[config.mk]
export PLATFORM = sky130hd
export DESIGN_NAME = step_ctrl
export DESIGN_NICKNAME = d
export VERILOG_FILES = /design/src/rtl/step_ctrl.sv
export SDC_FILE = /design/constraint.sdc
export NUM_CORES = 1
export LEC_CHECK = 0
export BUFFER_PORTS_ARGS = -buffer_cell sky130_fd_sc_hd__buf_4
export CAP_MARGIN = 20
export CORE_MARGIN = 2
export CORE_UTILIZATION = 65
export DETAILED_ROUTE_END_ITERATION = 7
export PLACE_DENSITY = 0.91
export SYNTH_ARGS = -nofsm -noshare
export SYNTH_HDL_FRONTEND = slang
export SYNTH_SLANG_ARGS = --single-unit
[constraint.sdc]
create_clock -name clk -period 3.1 [get_ports clk]
set_input_delay 0.62 -clock clk [delete_from_list [all_inputs] [get_ports clk]]
set_output_delay 0.62 -clock clk [all_outputs]
set_load 0.005 [all_outputs]
[src/rtl/step_ctrl.sv]
`timescale 1ns/1ps
// -----------------------------------------------------------------------------
// step_ctrl
// Button conditioner and run/stop/single-step controller for the LFSR stage.
// It debounces the run and step push-buttons and toggles between free-run and
// hold. In hold, each step press lets the LFSR see exactly one slow_clk rise.
//
// Ports
//   clk        in   system clock
//   rst        in   asynchronous active-low reset
//   btn_run    in   raw run/stop button, active-high, asynchronous
//   btn_step   in   raw single-step button, active-high, asynchronous
//   slow_clk   in   divided clock feeding the LFSR (asynchronous level)
//   stp        out  1 = hold LFSR, 0 = LFSR advances on slow_clk rise
//   running    out  1 while in RUN
//   step_done  out  one-clk pulse when a single step completes
//   step_cnt   out  completed single steps, wraps at 256
// -----------------------------------------------------------------------------
module step_ctrl #(
    parameter int DB_COUNT = 1_000_000,
    parameter int DB_W     = 20
) (
    input  logic       clk,
    input  logic       rst,
    input  logic       btn_run,
    input  logic       btn_step,
    input  logic       slow_clk,
    output logic       stp,
    output logic       running,
    output logic       step_done,
    output logic [7:0] step_cnt
);

    typedef enum logic [1:0] {
        ST_RUN  = 2'd0,
        ST_STOP = 2'd1,
        ST_ARM  = 2'd2,
        ST_FIRE = 2'd3
    } state_t;

    localparam logic [DB_W-1:0] DB_LAST = DB_W'(DB_COUNT - 1);

    // Bit 0 = run button, bit 1 = step button.
    logic [1:0]           btn_sync1_q, btn_sync2_q;
    logic [1:0]           stable_q, stable_d;
    logic [1:0]           stable_dly_q;
    logic [1:0][DB_W-1:0] db_cnt_q, db_cnt_d;
    logic [1:0]           press_s;

    logic slow_sync1_q, slow_sync2_q, slow_dly_q, slow_rise_q;
    logic slow_rise_d;

    state_t     state_q, state_d;
    logic       stp_q, stp_d;
    logic       running_q, running_d;
    logic       step_done_q, step_done_d;
    logic [7:0] step_cnt_q, step_cnt_d;

    // Debounce: the counter only runs while the synced input disagrees with
    // the accepted value, so any return to agreement restarts the window.
    always_comb begin
        db_cnt_d = db_cnt_q;
        stable_d = stable_q;
        for (int i = 0; i < 2; i++) begin
            if (btn_sync2_q[i] == stable_q[i]) begin
                db_cnt_d[i] = '0;
            end else if (db_cnt_q[i] == DB_LAST) begin
                stable_d[i] = btn_sync2_q[i];
                db_cnt_d[i] = '0;
            end else begin
                db_cnt_d[i] = db_cnt_q[i] + DB_W'(1);
            end
        end
        press_s     = stable_q & ~stable_dly_q;
        // Registered so the FSM reacts three clk after the slow_clk edge.
        slow_rise_d = slow_sync2_q & ~slow_dly_q;
    end

    // Run/stop/step state machine; outputs derive from the next state so
    // they are registered alongside it.
    always_comb begin
        state_d     = state_q;
        step_cnt_d  = step_cnt_q;
        step_done_d = 1'b0;
        case (state_q)
            ST_RUN: begin
                if (press_s[0]) state_d = ST_STOP;
                else            state_d = ST_RUN;
            end
            ST_STOP: begin
                if (press_s[0])      state_d = ST_RUN;
                else if (press_s[1]) state_d = ST_ARM;
                else                 state_d = ST_STOP;
            end
            // Wait for a rise first, so the enabled window starts cleanly
            // after an edge and the LFSR sees only the following one.
            ST_ARM: begin
                if (press_s[0])       state_d = ST_RUN;
                else if (slow_rise_q) state_d = ST_FIRE;
                else                  state_d = ST_ARM;
            end
            ST_FIRE: begin
                if (press_s[0]) begin
                    state_d = ST_RUN;
                end else if (slow_rise_q) begin
                    state_d     = ST_STOP;
                    step_done_d = 1'b1;
                    step_cnt_d  = step_cnt_q + 8'd1;
                end else begin
                    state_d = ST_FIRE;
                end
            end
            default: state_d = ST_RUN;
        endcase
        stp_d     = (state_d == ST_STOP) || (state_d == ST_ARM);
        running_d = (state_d == ST_RUN);
    end

    // All state: synchronizers, debouncers, edge detectors, FSM and outputs.
    always_ff @(posedge clk or negedge rst) begin
        if (!rst) begin
            btn_sync1_q  <= 2'b00;
            btn_sync2_q  <= 2'b00;
            stable_q     <= 2'b00;
            stable_dly_q <= 2'b00;
            db_cnt_q     <= '0;
            slow_sync1_q <= 1'b0;
            slow_sync2_q <= 1'b0;
            slow_dly_q   <= 1'b0;
            slow_rise_q  <= 1'b0;
            state_q      <= ST_RUN;
            stp_q        <= 1'b0;
            running_q    <= 1'b1;
            step_done_q  <= 1'b0;
            step_cnt_q   <= 8'd0;
        end else begin
            btn_sync1_q  <= {btn_step, btn_run};
            btn_sync2_q  <= btn_sync1_q;
            stable_q     <= stable_d;
            stable_dly_q <= stable_q;
            db_cnt_q     <= db_cnt_d;
            slow_sync1_q <= slow_clk;
            slow_sync2_q <= slow_sync1_q;
            slow_dly_q   <= slow_sync2_q;
            slow_rise_q  <= slow_rise_d;
            state_q      <= state_d;
            stp_q        <= stp_d;
            running_q    <= running_d;
            step_done_q  <= step_done_d;
            step_cnt_q   <= step_cnt_d;
        end
    end

    assign stp       = stp_q;
    assign running   = running_q;
    assign step_done = step_done_q;
    assign step_cnt  = step_cnt_q;

endmodule
Word-level counts from Yosys, hierarchy flattened
Index checks and enable logic that the tools add are counted.
{"block": "word_totals", "output_inout_bits": 11, "input_bits": 5, "regBits": 65, "word_cells": 56}
{"block": "op_classes", "n_bitwise": 7, "n_mux": 15, "addsub": 3, "reduce_logical": 6, "n_eq_ne": 9}
{"op": "20-bit 2-to-1 mux", "count": 4}
{"op": "20-bit by 1-bit adder with 20-bit output, second input constant", "count": 2}
{"op": "20-bit == test, second input constant", "count": 2}
{"op": "2-bit 2-to-1 mux", "count": 5}
{"op": "8-bit by 1-bit adder with 8-bit output, second input constant", "count": 1}
{"op": "2-bit one-hot mux with 4 select lines", "count": 1}
{"op": "2-bit == test, second input constant", "count": 3}
{"op": "1-bit 2-to-1 mux", "count": 5}
{"op": "2-bit by 1-bit == test with 1-bit output, second input constant", "count": 2}
{"op": "2-bit logical NOT", "count": 2}
{"op": "1-bit inverter", "count": 4}
{"op": "2-bit AND reduction", "count": 2}
{"op": "3-bit AND reduction", "count": 1}
{"op": "2-bit AND", "count": 1}
{"op": "1-bit == test", "count": 2}
{"op": "2-bit inverter", "count": 1}
{"op": "1-bit AND", "count": 1}
{"op": "1-bit logical OR", "count": 1}

Longest topological paths before layout
{"block": "logic_depth", "depth_word": 7, "depth_mapped": 6, "ltp_nobuf": 5}

Worst setup path before layout
OpenSTA, ideal clock, no wires.
{"block": "synth_path", "kind": "reg2reg", "startpoint": "register db_cnt_q[30] in the netlist's numbering", "endpoint": "register db_cnt_q[37] in the netlist's numbering", "arrival_time_ns": 1.795, "required_ns": 3.026, "synth_period_minus_slack_ns": 1.869, "setup_ns": 0.074, "n_path_buf": 1, "setup_slack_ns": 1.231, "stages_incl_launch_ff": 6, "cell_sequence": "dfrtp_1 nand4_2 or4_1 buf_2 or4b_4 a21oi_2"}
{"element": "start: declaration", "line_no": "47", "rtl": "logic [1:0][DB_W-1:0] db_cnt_q, db_cnt_d;"}
{"element": "start signal: assignment", "line_no": "141", "rtl": "db_cnt_q <= db_cnt_d;"}

==> reports/results.txt <==
die height: 71.2 um
clock insertion delay at the later pin of the skew report: 0.35 ns
Die X: 71.2 um
maximum number of buffers from clock root to sink: 2
post-synthesis register bit count: 65
Slowest Stage Delay on Critical Path: 0.69 ns
final net count: 304
area enclosed by the die boundary: 5070 um2
Rows: 24
Mapped Avg Cell Area: 10.7 um2
cell chain of the critical path: nand3_1 > or4b_2 > o31ai_2 > buf_4 > nor2_1
top post-synthesis cells by area: dfrtp_1, xnor2_1, xor2_1
first-pass GRT wire length: 9620 um
share of the cycle needed by the critical path after routing: 72.2%
total instance count after detailed placement: 336
setup violation total in the final timing report: 0
Hold Violations, Final: 0
Critical Path Fanout Max: 12
clock root buffer: clkbuf_8
post-detailed-routing wire length: 5610 um
Primary FF master, synth: dfrtp_1
proportion of netlist area held by the largest area contributor: 54.6%
synthesized netlist net count: 283
post_cts resized: 0
Syn Inst Count: 274
largest area contributor in the netlist: dfrtp_1
Via density: 6.09
antenna violation net count after detailed routing: 0
Netlist cell types: 41
power density over cell area: 503 nW/um2
f_max: 447 MHz
fraction of final layout cells sized beyond drive strength 1: 16.3%
worst min-delay path class: input pin to asynchronous set/reset pin
Slew Limit Headroom: 46.1%
Post-DP HPWL: 3710 um
via count of the first global-routing pass: 2081
slowest cell on the critical path: or4b_2
effective utilization at floorplan: 67.4%
DRC: 0
setup total negative slack: 0 ns
Seq/Total Area, Yosys: 55.5%
critical path endpoint category: register
Area after DPL: 3110 um2
cts bufs inserted: 9
total design power: 1.67 mW
antenna cell count: 0
setup repair bufs after CTS: 0
clock tree from TritonCTS: yes
result of the run: completed
RSZ-0062 raised after global routing: false
Final GP Congestion: 0.896
mapped cell area: 2930 um2
post-layout instance area: 3320 um2
filler-free cell count of the finished design: 352
overall via count from detail_route: 2142
Top-Level Pins: 16
Core Util, Final: 76.2%
H-tree levels: 3
YS warnings: 0
Worst-path clk slew: 0.08 ns
count of hold buffers inserted by post-cts repair: 0
Setup Skew: 0.00976 ns
arrival time of data at the critical path endpoint: 2.47 ns
remaining global-route overflow: 0
global-route total usage across every layer: 24.8%
pin count of the biggest net entering global routing: 66
Post-synth EDFFs: 0
slew at the pin closest to its max-slew limit: 0.807 ns
count of TritonRoute iterations in the first routing pass: 4
antenna violations before repair: 0
routed wire length per instance: 15.9 um
max-slew violation count: 0
static power due to leakage: 1.43 nW
Port Buffer Count: 15
core region area: 4350 um2
Crit path required time: 3.33 ns
IR drop worst, VDD: 0.305 mV
synthesis-to-layout area growth: 13.2%
Starting DRT DRC Count: 220
start-to-end type of the worst setup path: register to register
number of max-capacitance violations reported: 0
Tmin final: 2.24 ns
share of flip-flops with an asynchronous set or reset after synthesis: 100%
startpoint types: register
number of clock sinks seen by CTS: 65
## layer usage
metal / GRT usage, % / up-vias / share of wire [%] / wire length (um)
met3: 6.13 / 13 / 5.1 / 288
met1: 32.0 / 1053 / 44 / 2440
met4: 13.4 / 0 / 2.5 / 142
li1: - / 1013 / - / -
met2: 38.6 / 63 / 49 / 2740
met5: 0 / - / 0 / 0
## report_power, final
group / switching, mW / leakage [nW] / internal, mW / total, mW
clock: 0.340 / 0.102 / 0.419 / 0.759
sequential: 0.00982 / 0.883 / 0.859 / 0.869
combinational: 0.0304 / 0.443 / 0.0124 / 0.0428
## Yosys cell counts (4+ instances only)
cell type	number
dfrtp_1	64
inv_1	9
o31ai_1	5
clkbuf_1	4
nor2_1	33
nand3_1	23
and3_1	5
nor4_1	7
ha_1	4
a21oi_1	9
xnor2_1	19
or4_1	4
o21ai_0	10
nand4_1	7
nand2_1	14
nor3_1	4
nor4b_1	5
xor2_1	16
## worst paths after layout
kind / start / endpoint / slack [ns] / depth (start not counted)
min reg2reg: btn_sync1_q[1] / btn_sync2_q[1] / 0.35 / 0
max reg2reg: db_cnt_q[16] / db_cnt_q[9] / 0.86 / 5
min in group clk: btn_sync1_q[1] / btn_sync2_q[1] / 0.35 / 0
min: rst / slow_rise_q / 0.34 / 1
max: db_cnt_q[16] / db_cnt_q[9] / 0.86 / 5
max in group asynchronous: rst / db_cnt_q[1] / 2.24 / 1
## cells by family (layout without fill, tap and decap cells)
| kind of cell | count (synthesis) | after routing | synth area share, % |
|---|---|---|---|
| compound gates | 26 | 26 | 5.08 |
| xor+xnor | 35 | 35 | 10.5 |
| fa+ha+maj | 4 | 4 | 1.71 |
| buf+inv | 16 | 42 | 2.18 |
| flops | 65 | 65 | 55.5 |
| mux | 3 | 3 | 1.15 |
| simple gates | 125 | 125 | 23.9 |
## registers in the layout, summed over array words and instances (netlist names), 2 cells and up
| register | cells |
|---|---|
| state_q | 2 |
| db_cnt_q | 40 |
| btn_sync2_q | 2 |
| btn_sync1_q | 2 |
| stable_dly_q | 2 |
| stable_q | 2 |
| step_cnt | 8 |
## cell type report
| cell class | count | area (um2) |
|---|---|---|
| repair buffers | 17 | 128 |
| inverters | 9 | 33.8 |
| clock inverters | 5 | 62.6 |
| clock buffers | 11 | 151 |
| multi-input cells | 193 | 1250 |
| flip-flops and latches | 65 | 1630 |
| fillers | 275 | 1030 |
| well taps | 52 | 65.1 |
## cell usage in the layout (no fill, tap or decap), types with 2 or more instances in the layout
cell,instances
a21oi_1,9
and3_1,5
and4_1,2
buf_4,17
clkbuf_8,11
clkinvlp_4,2
dfrtp_1,64
ha_1,4
inv_1,9
mux2_2,3
nand2_1,14
nand3_1,23
nand4_1,7
nor2_1,33
nor2b_1,2
nor3_1,4
nor4_1,7
nor4b_1,5
o21ai_0,10
o31ai_1,3
o31ai_2,2
or3_1,2
or3_2,2
or4_1,4
or4b_1,2
xnor2_1,19
xor2_1,16
## per-stage QoR
| stage | hold slack [ns] | worst slack, ns |
|---|---|---|
| after floorplan | 0.324 | 1.23 |
| final | 0.338 | 0.862 |
| after CTS | 0.354 | 0.863 |
| after global placement | 0.336 | 0.966 |
| after detailed placement | 0.338 | 0.858 |
| after global routing | 0.356 | 0.701 |
## worst max-delay path: cells and delay by family (launching register included)
kind / cells / cell delay (ns)
buf+inv: 1 / 0.29
flops: 1 / 0.41
compound gates: 1 / 0.53
simple gates: 3 / 0.90
Note: power is estimated with default switching activity, not from simulation.
